[src/rtl/delta_walker.sv]
// delta_walker: row-major raster sequencer. Emits one (dx, dy) delta beat per
// accepted transfer, together with the absolute (x, y) reached by that beat,
// so a downstream position accumulator can walk a COLS x ROWS grid.
//
// Handshake: a beat transfers on a rising clock edge where out_valid and
// out_ready are both high. Once out_valid rises it stays high, with the
// payload (dx, dy, x, y, last) held stable, until that beat transfers or the
// walk is aborted. The valid signal never depends combinationally on
// out_ready.
module delta_walker #(
  parameter int WIDTH  = 8,
  parameter int HEIGHT = 8,
  parameter int COLS   = 4,
  parameter int ROWS   = 3
) (
  input  logic              clock,
  input  logic              rst_n,
  input  logic              start,
  input  logic              abort,
  output logic              out_valid,
  input  logic              out_ready,
  output logic [WIDTH-1:0]  out_dx,
  output logic [HEIGHT-1:0] out_dy,
  output logic [WIDTH-1:0]  out_x,
  output logic [HEIGHT-1:0] out_y,
  output logic              out_last,
  output logic              busy,
  output logic              done,
  output logic [1:0]        dbg_state
);

  typedef enum logic [1:0] {
    IDLE = 2'd0,
    RUN  = 2'd1,
    DONE = 2'd2
  } state_t;

  // Last column / row indices, and the dx that rewinds x from COLS-1 to 0.
  localparam logic [WIDTH-1:0]  X_LAST  = WIDTH'(COLS - 1);
  localparam logic [HEIGHT-1:0] Y_LAST  = HEIGHT'(ROWS - 1);
  localparam logic [WIDTH-1:0]  DX_WRAP = WIDTH'(0) - X_LAST;

  state_t            state_q, state_d;
  logic              valid_d, last_d, busy_d, done_d;
  logic [WIDTH-1:0]  dx_d, x_d;
  logic [HEIGHT-1:0] dy_d, y_d;

  assign dbg_state = state_q;

  // Next state and next registered outputs; payload holds unless a step occurs.
  always_comb begin
    state_d = state_q;
    valid_d = out_valid;
    dx_d    = out_dx;
    dy_d    = out_dy;
    x_d     = out_x;
    y_d     = out_y;
    last_d  = out_last;
    done_d  = 1'b0;
    case (state_q)
      IDLE: begin
        if (start && !abort) begin
          state_d = RUN;
          valid_d = 1'b1;
          dx_d    = '0;
          dy_d    = '0;
          x_d     = '0;
          y_d     = '0;
          last_d  = (X_LAST == '0) && (Y_LAST == '0);
        end
      end
      RUN: begin
        if (abort || (out_valid && out_ready && out_last)) begin
          // Abort wins over a same-cycle transfer; only a clean finish pulses done.
          state_d = abort ? IDLE : DONE;
          done_d  = !abort;
          valid_d = 1'b0;
          dx_d    = '0;
          dy_d    = '0;
          x_d     = '0;
          y_d     = '0;
          last_d  = 1'b0;
        end else if (out_valid && out_ready) begin
          if (out_x == X_LAST) begin
            dx_d = DX_WRAP;
            dy_d = HEIGHT'(1);
            x_d  = '0;
            y_d  = out_y + HEIGHT'(1);
          end else begin
            dx_d = WIDTH'(1);
            dy_d = '0;
            x_d  = out_x + WIDTH'(1);
            y_d  = out_y;
          end
          last_d = (x_d == X_LAST) && (y_d == Y_LAST);
        end
      end
      DONE: begin
        state_d = IDLE;
      end
      default: begin
        state_d = IDLE;
        valid_d = 1'b0;
        dx_d    = '0;
        dy_d    = '0;
        x_d     = '0;
        y_d     = '0;
        last_d  = 1'b0;
      end
    endcase
    busy_d = (state_d == RUN);
  end

  // State and output registers, cleared asynchronously.
  always_ff @(posedge clock or negedge rst_n) begin
    if (!rst_n) begin
      state_q   <= IDLE;
      out_valid <= 1'b0;
      out_dx    <= '0;
      out_dy    <= '0;
      out_x     <= '0;
      out_y     <= '0;
      out_last  <= 1'b0;
      busy      <= 1'b0;
      done      <= 1'b0;
    end else begin
      state_q   <= state_d;
      out_valid <= valid_d;
      out_dx    <= dx_d;
      out_dy    <= dy_d;
      out_x     <= x_d;
      out_y     <= y_d;
      out_last  <= last_d;
      busy      <= busy_d;
      done      <= done_d;
    end
  end

endmodule

[config.mk]
export PLATFORM = sky130hd
export DESIGN_NAME = delta_walker
export DESIGN_NICKNAME = d
export VERILOG_FILES = /design/src/rtl/delta_walker.sv
export SDC_FILE = /design/constraint.sdc
export NUM_CORES = 1
export LEC_CHECK = 0
export ABC_AREA = 1
export ABC_CLOCK_PERIOD_IN_PS = 2050
export CORE_UTILIZATION = 30
export DETAILED_ROUTE_END_ITERATION = 8
export PLACE_DENSITY = 0.58
export SLEW_MARGIN = 20
export SYNTH_ARGS = -nofsm -noshare
export SYNTH_HDL_FRONTEND = slang
export SYNTH_SLANG_ARGS = --single-unit
export TNS_END_PERCENT = 100
[constraint.sdc]
create_clock -name clock -period 2.05 [get_ports clock]
set_input_delay 0.205 -clock clock [delete_from_list [all_inputs] [get_ports clock]]
set_output_delay 0.205 -clock clock [all_outputs]
set_load 0.01 [all_outputs]
==> impl_metrics.tcl <==
set metrics [dict create \
    outcome "finished with violations" \
    violations "DRC" \
    cp-end-kind "flip-flop" \
    die_area_um2 5090 \
    drtIter0Drc 56 \
    ios 43 \
    cts_buffers 3 \
    power_density_nw_per_um2 526 \
    synth_most_common_cell "nand2_1" \
    critPathMaxFanout 14 \
    syn_inst 190 \
    post_cts_resized 0 \
    viasPerCell 4.83 \
    avgSynthCellArea_um2 7.59 \
    htree_num_levels 1 \
    required_ps 2250 \
    clockBufferDepth 2 \
    first_pass_iters 6 \
    yosysTopAreaCellShare_pct 41.7 \
    vias 1323 \
    yosysTopAreaCell "dfrtp_1" \
    finalClockSkew_ps 6.96 \
    nFillCells 469 \
    grt_usage_pct 14.3 \
    met2_usage_pct 22.4 \
    yosysUniqueCellTypes 24 \
    die_w_um 71.3 \
    synth-seq-cells 24 \
    antenna_cells 0 \
    slew_viol_final 0 \
    start_util_pct 32.2 \
    synth_common_cells "nand2_1 (49), dfrtp_1 (24), inv_1 (20), nand3_1 (17), o21ai_0 (17)" \
    ys.flop_type "dfrtp_1" \
    finalSetupViolations 0 \
    tns_ps 0 \
    period_needed_ps 1840 \
    grt_pass1_wl_mm 5.82 \
    maxCapViolations 0 \
    ys_warn_count 0 \
    multi_input_area_um2 663 \
    post_cts_buffers 0 \
    fin_crit_sh_pct 89.8 \
    path_clk_slew_ps 90 \
    ant_nets 0 \
    numClockSinks 24 \
    cpMostUsedCell "nand2_1" \
    antenna_found_initial 0 \
    fmax_mhz 543 \
    cp_slowest_cell "dfrtp_1" \
    place_congestion 0.830 \
    rr_endpoint "out_last" \
    syn_to_final_growth_pct 27.4 \
    synth_edf_count 0 \
    cts_tree "done" \
    coreArea_um2 4470 \
    irDropWorstVdd_v 0.000211 \
    async_reset_ff_share_pct 100 \
    synthTopCellsByArea "dfrtp_1 (42%), nand2_1 (13%), buf_4 (7.3%)" \
    grt_max_degree 25 \
    ys_seq_area_share_pct 41.7 \
    regArea_um2 601 \
    met3_usage_pct 1.27 \
    whs_ps 289 \
    hold_viol_final 0 \
    startpoint_type "flip-flop" \
    drc_errors 5 \
    hp-class "in2async" \
    path_cells "ha_1 > nand2_2 > nor2_4 > inv_1 > nand2_1 > nand2_1 > nor2_1 > nand2_1 > nor2_1 > nand2_1 > nand2_1" \
    power_leakage_nw 0.846 \
    num_rows 24 \
    grt_pass1_vias 1241 \
    cp-startpoint "out_x[0]" \
    slowest_delay_ps 460 \
    path_class "reg2reg" \
    wl_per_cell_um 12.0 \
    ff2ff_path_depth 11 \
    rsz0062_at_grt "no" \
    hpwl_mm 2.50 \
    top_usage_layer "met2" \
    drive_gt1_share_pct 6.76 \
    ctsHoldBuffers 0 \
    grt_overflow 0 \
    r2r_start "out_x[0]" \
    numPortBuffers 34 \
    r2r_slack_ps 210 \
    clock_latency_ps 270 \
    fp.dieH_um 71.3 \
    worstPathArrival_ps 2050 \
    cts_root_buffer "clkbuf_8" \
    finalWirelength_mm 3.29 \
    grtUsageMet1_pct 20.7 \
    nNetsFinal 231 \
    syn_area_um2 1440 \
]
worst max-delay path, delay by kind of cell, from the launching register on:
kind	cells	cell delay, ps
simple gates	9	930
flops	1	460
fa+ha+maj	1	260
buf+inv	1	140
state kept, by name, indices dropped and copies added, names as in the netlist:
name       cells
out_dx         2
done           1
out_x          8
out_y          8
out_last       1
out_valid      1
busy           1
dbg_state      2
report_power, final:
part           switching [mW]  internal, mW
sequential             0.0182         0.489
combinational          0.0778        0.0586
clock                   0.151         0.171
through the flow:
step / cells / cell area [um^2] / total power, mW / util, % / worst slack, ps
final: 274 / 1840 / 0.967 / 41.1 / 208
after global routing: 274 / 1840 / 1.02 / 41.1 / 25.2
after CTS: 274 / 1840 / 0.982 / 41.1 / 173
after detailed placement: 270 / 1780 / 0.655 / 39.8 / 224
after global placement: 270 / 1780 / 0.654 / 39.8 / 244
after floorplan: 197 / 1470 / 0.586 / - / 530
cells in the final DEF (no fill, tap or decap), types with 5 or more instances in the layout:
master,count
inv_1,20
buf_4,5
clkdlybuf4s50_1,34
o22ai_1,5
o21ai_0,17
nor2_1,13
nand2_1,49
conb_1,8
dfrtp_1,24
nand3_1,17
xor2_1,5
layout make-up:
type	count	share of cell area, %
inverter	20	4.09
clock buffer	4	3.00
sequential	24	32.7
tap	52	3.54
timing repair buffer	39	20.6
multi-input combinational	135	36.1
worst max path at each step:
stage,endpoint,slack (ps)
final,out_last,210
after global placement,out_last,240
after floorplan,out_last,530
after CTS,out_last,170
after detailed placement,out_last,220
after global routing,out_last,30
cells by family (layout without fill, tap and decap cells):
| family | count (synthesis) | count (layout) | synth area share [%] |
|---|---|---|---|
| AO/OA/AOI/OAI | 27 | 27 | 10.2 |
| XOR/XNOR | 5 | 5 | 3.04 |
| flip-flops | 24 | 24 | 41.7 |
| AND/OR/NAND/NOR | 92 | 92 | 28.0 |
| buffers and inverters | 38 | 63 | 14.1 |
| adder cells (fa/ha/maj) | 3 | 3 | 2.60 |
| other | 1 | 8 | 0.260 |
routing by layer:
metal / vias to the layer above / wire [um]
li1: 662 / -
met1: 627 / 1670
met2: 32 / 1460
met3: 2 / 122
met4: 0 / 27
met5: - / 0
Power figures use the tool's default switching activity.
